<file path="src/rtl/bcast_fanout.sv">
// Broadcast fan-out stage of the collective router. Each buffered result flit
// is replicated once per configured torus child, plus an optional host copy.
module bcast_fanout #(
  parameter logic [2:0] RANK_X        = 3'd0,
  parameter logic [2:0] RANK_Y        = 3'd0,
  parameter logic [2:0] RANK_Z        = 3'd0,
  parameter logic [5:0] CHILD_MASK    = 6'b000000,
  parameter logic       LOCAL_DELIVER = 1'b0,
  parameter int         FIFO_DEPTH    = 4,
  parameter int         FlitWidth     = 73
) (
  input  logic                            clk,
  input  logic                            rst,
  input  logic [FlitWidth-1:0]            in_flit,
  input  logic                            in_valid,
  output logic                            in_ready,
  output logic [FlitWidth-1:0]            out_flit,
  output logic [2:0]                      out_port,
  output logic                            out_valid,
  input  logic                            out_ready,
  output logic [$clog2(FIFO_DEPTH):0]     fifo_count,
  output logic                            busy
);

  localparam int PW = $clog2(FIFO_DEPTH);
  localparam int CW = PW + 1;
  localparam logic [CW-1:0] FULL_COUNT = CW'(FIFO_DEPTH);
  localparam logic [6:0]    PORT_MASK  = {LOCAL_DELIVER, CHILD_MASK};

  typedef enum logic {
    IDLE = 1'b0,
    SEND = 1'b1
  } state_t;

  state_t               state;
  logic [FlitWidth-1:0] mem [FIFO_DEPTH];
  logic [PW-1:0]        wr_ptr;
  logic [PW-1:0]        rd_ptr;
  logic [FlitWidth-1:0] head;
  logic [FlitWidth-1:0] work;
  logic [6:0]           rem;
  logic [6:0]           rem_next;
  logic                 fifo_empty;
  logic                 push;
  logic                 pop;
  logic                 xfer;

  // Lowest set bit of a port mask; ports are served in ascending order.
  function automatic logic [2:0] first_port(input logic [6:0] m);
    first_port = 3'd0;
    for (int i = 6; i >= 0; i--) begin
      if (m[i]) first_port = 3'(i);
    end
  endfunction

  // Build the copy for one direction: dst is the neighbour (mod-8 wrap), or
  // this node for the host port; src is this node; the body is untouched.
  function automatic logic [FlitWidth-1:0] make_copy(input logic [FlitWidth-1:0] f,
                                                     input logic [2:0] p);
    logic [2:0] dx;
    logic [2:0] dy;
    logic [2:0] dz;
    dx = RANK_X;
    dy = RANK_Y;
    dz = RANK_Z;
    case (p)
      3'd0:    dx = RANK_X + 3'd1;
      3'd1:    dx = RANK_X - 3'd1;
      3'd2:    dy = RANK_Y + 3'd1;
      3'd3:    dy = RANK_Y - 3'd1;
      3'd4:    dz = RANK_Z + 3'd1;
      3'd5:    dz = RANK_Z - 3'd1;
      default: ;
    endcase
    make_copy = {1'b1, dz, dy, dx, RANK_Z, RANK_Y, RANK_X, f[53:0]};
  endfunction

  // Handshakes: a beat moves on a rising edge where valid and ready are both
  // high. in_ready depends only on occupancy; out_flit/out_port hold while
  // out_valid is high and out_ready is low.
  assign in_ready   = (fifo_count != FULL_COUNT);
  assign fifo_empty = (fifo_count == '0);
  assign push       = in_valid && in_ready && in_flit[72];
  assign xfer       = out_valid && out_ready;
  assign rem_next   = rem & ~(7'b1 << out_port);
  assign head       = mem[rd_ptr];
  assign busy       = (state == SEND);

  always_comb begin
    pop = 1'b0;
    if (!fifo_empty) begin
      if (PORT_MASK == 7'd0) begin
        pop = 1'b1;
      end else if (state == IDLE) begin
        pop = 1'b1;
      end else if (xfer && rem_next == 7'd0) begin
        pop = 1'b1;
      end
    end
  end

  // Storage has no reset: contents are only read behind a valid count.
  always_ff @(posedge clk) begin
    if (push) mem[wr_ptr] <= in_flit;
  end

  always_ff @(posedge clk or posedge rst) begin
    if (rst) begin
      wr_ptr     <= '0;
      rd_ptr     <= '0;
      fifo_count <= '0;
    end else begin
      if (push) wr_ptr <= wr_ptr + 1'b1;
      if (pop)  rd_ptr <= rd_ptr + 1'b1;
      case ({push, pop})
        2'b10:   fifo_count <= fifo_count + 1'b1;
        2'b01:   fifo_count <= fifo_count - 1'b1;
        default: ;
      endcase
    end
  end

  always_ff @(posedge clk or posedge rst) begin
    if (rst) begin
      state     <= IDLE;
      work      <= '0;
      rem       <= '0;
      out_flit  <= '0;
      out_port  <= '0;
      out_valid <= 1'b0;
    end else begin
      case (state)
        IDLE: begin
          // With an empty port mask pop still fires and the flit is dropped.
          if (pop && PORT_MASK != 7'd0) begin
            state     <= SEND;
            work      <= head;
            rem       <= PORT_MASK;
            out_port  <= first_port(PORT_MASK);
            out_flit  <= make_copy(head, first_port(PORT_MASK));
            out_valid <= 1'b1;
          end
        end
        SEND: begin
          if (xfer) begin
            if (rem_next != 7'd0) begin
              rem      <= rem_next;
              out_port <= first_port(rem_next);
              out_flit <= make_copy(work, first_port(rem_next));
            end else if (pop) begin
              work     <= head;
              rem      <= PORT_MASK;
              out_port <= first_port(PORT_MASK);
              out_flit <= make_copy(head, first_port(PORT_MASK));
            end else begin
              state     <= IDLE;
              rem       <= '0;
              out_valid <= 1'b0;
            end
          end
        end
        default: state <= IDLE;
      endcase
    end
  end

endmodule
</file>
<file path="config.mk">
export PLATFORM = sky130hd
export DESIGN_NAME = bcast_fanout
export DESIGN_NICKNAME = d
export VERILOG_FILES = /design/src/rtl/bcast_fanout.sv
export SDC_FILE = /design/constraint.sdc
export NUM_CORES = 1
export LEC_CHECK = 0
export BUFFER_PORTS_ARGS = -buffer_cell sky130_fd_sc_hd__buf_2
export CAP_MARGIN = 20
export CORE_AREA = 2 2 61 63
export DETAILED_ROUTE_END_ITERATION = 6
export DIE_AREA = 0 0 63 65
export PLACE_DENSITY_LB_ADDON = 0.25
export RECOVER_POWER = 100
export SKIP_LAST_GASP = 1
export SYNTH_ARGS = -nofsm -noshare
export SYNTH_HDL_FRONTEND = slang
export SYNTH_SLANG_ARGS = --single-unit
export TNS_END_PERCENT = 50
</file>
<file path="constraint.sdc">
create_clock -name clk -period 2.35 [get_ports clk]
set_input_delay 0.235 -clock clk [delete_from_list [all_inputs] [get_ports clk]]
set_output_delay 0.235 -clock clk [all_outputs]
set_load 0.005 [all_outputs]
</file>
==> flow_summary.toml <==
[run]
drv_cap = 0

[global_routing]
grt.overflow.total = 0
grt_pass1_wl_um = 793
grt.met2_usage = 0.0253
grt.busiest_layer = "met1"
grt_max_degree = 5
grt_util_all_layers = 0.0265
antenna_found_initial = 0
met1_usage = 0.0378
grt_pass1_vias = 186
gr-usage-met3 = 0.0191

[clocking]
post_cts_buffers = 0
cts_made_buffers = 3
cts_tree = "built"
clkTransAtPathRegs_ns = 0.04
htreeDepth = 1
cts_root_buf = "clkbuf_4"
clock_sinks = 3
worstSkewPairLatency_ns = 0.23
cts_buffer_depth = 2

[cells_and_area]
registers.top_by_ff_count = "fifo_count"
nets = 187
layout_common_cells = "78 x conb_1, 6 x buf_2, 4 x inv_1"
largest_reg_flops = 3
drive_above_1_share = 0.0841
fillers = 399
reg_top3 = "fifo_count x3"
area_growth_pct = -21.7
instances_no_fill = 155
finish.utilization = 0.172
n_antenna_cell = 0
final_common_cell = "conb_1"

[floorplan]
ios = 159
row_count = 22
core_area_sq_um = 3500
initial_core_util = 0.220
dieArea_sq_um = 4100
die_h_um = 65
die_x_um = 63

[power]
p_per_area_nw_per_um2 = 708
ir_drop_mv = 0.464
p_leak_nw = 0.390
report.power.total_mw = 0.426

[synthesis]
ys_types = 12
yosysSeqAreaShare = 0.0977
ys_ff_latch = 3
syn_avg_cell_area_sq_um = 8.00
syn_inst = 96
synth_area_sq_um = 768
yosys_warnings = 0

[timing]
hold_viol = 0
setup_violations = 0
drv_slew = 0
grt_setup_unrepaired = "no"
min_period_ns = 1.88
setup_tns_ns = 0
max_freq_mhz = 531
period_share = 0.801
worst_hold_slack_ns = 0.407
finClkSkew_ns = 0.000886

[routing]
wl_per_cell_um = 4.39
postRouteAntennaNets = 0
routed_via_density = 2.34
drtIter0Drc = 0
drc = 0
drt_first_pass_iters = 1
routed_wl_um = 680
vias = 363

[worst_setup_path]
cpPeakStageDelay_ns = 0.39
critPathBufInv = 2
crit_type = "reg -> reg"
cp.arrival_ns = 2.03
start_kind = "register"
r2r-end = "fifo_count[2]"
critPathRequiredTime_ns = 2.50
cpLargestDelayFamily = "adder cells"
crit_fanout = 3
reg2reg_from = "fifo_count[1]"
r2r_setup_slack_ns = 0.47
reg2reg_depth = 9
worst_path_max_delay_cell = "fa_1"
cp_cell_sequence = "inv_1 -> nand3_1 -> nand3_1 -> ha_1 -> inv_1 -> fa_1 -> xor2_1 -> nor2_1 -> xor2_1"
setup.worst_path.end_class = "register"

[placed_design]
gp_congestion = 0.585
io_buffers = 7
dp.cells = 150
dp_hpwl_um = 625

[outcome]
status = "completed"

[worst_hold_path]
hold_path.class = "in -> async"
==> logic make-up after synthesis <==
logic type / after synthesis / share of synthesized area
xor+xnor: 3 / 0.0342
buf+inv: 82 / 0.782
other cells: 1 / 0.00488
fa+ha+maj: 2 / 0.0423
mux: 1 / 0.0130
simple gates: 4 / 0.0261
flops: 3 / 0.0977
==> where the power goes <==
part,internal [mW],switching [mW],total (mW)
clock,0.0636,0.0260,0.0896
sequential,0.0838,0.0253,0.109
combinational,0.0978,0.130,0.228
total,0.245,0.181,0.426
==> worst reg2reg max path, cell delays in order, from the launching register on <==
cell and delay [ns]:
dfrtp_1 0.38, inv_1 0.11, nand3_1 0.13, nand3_1 0.13, ha_1 0.19, inv_1 0.06, fa_1 0.39, xor2_1 0.15
nor2_1 0.11, xor2_1 0.15
==> what timing repair did <==
item	4_1_cts	5_1_grt
gates resized for setup	0	0
hold buffers	1	0
hold endpoints to repair	3	0
==> through the flow <==
stage	cell area [sq um]	setup slack, ns
CTS	603	0.420
floorplan	1060	0.576
detailed placement	567	0.441
finish	602	0.467
global placement	567	0.441
global route	602	0.312
==> synthesized netlist by cell type <==
cell,n,share of area
mux2i_1,1,0.013
xnor2_1,1,0.011
nor2_1,1,0.0049
dfrtp_1,3,0.098
conb_1,1,0.0049
nand3_1,2,0.013
fa_1,1,0.026
ha_1,1,0.016
xor2_1,2,0.023
buf_4,78,0.76
or3_1,1,0.0081
inv_1,4,0.020
==> worst max-delay path by stage <==
stage	from	to	cells past startpoint
6_report	fifo_count[1]	fifo_count[2]	9
5_1_grt	fifo_count[1]	fifo_count[2]	9
4_1_cts	fifo_count[1]	fifo_count[2]	9
3_5_place_dp	fifo_count[1]	fifo_count[2]	9
3_3_place_gp	fifo_count[1]	fifo_count[2]	9
2_1_floorplan	fifo_count[1]	fifo_count[2]	9
==> final cells by class <==
type	instances	area, sq um	area share
clock buffers	4	26.3	0.0437
inverters	4	15.0	0.0249
multi-input cells	88	382	0.634
flip-flops and latches	3	75.1	0.125
well taps	48	60.1	0.0998
repair buffers	8	43.8	0.0728
==> metal layers <==
metal | up-vias | part of all wire
met5 | - | 0
met4 | 0 | 0
met3 | 0 | 0.35
met2 | 69 | 0.29
met1 | 140 | 0.35
li1 | 154 | -
No activity file was read; power rests on OpenSTA's default activity.
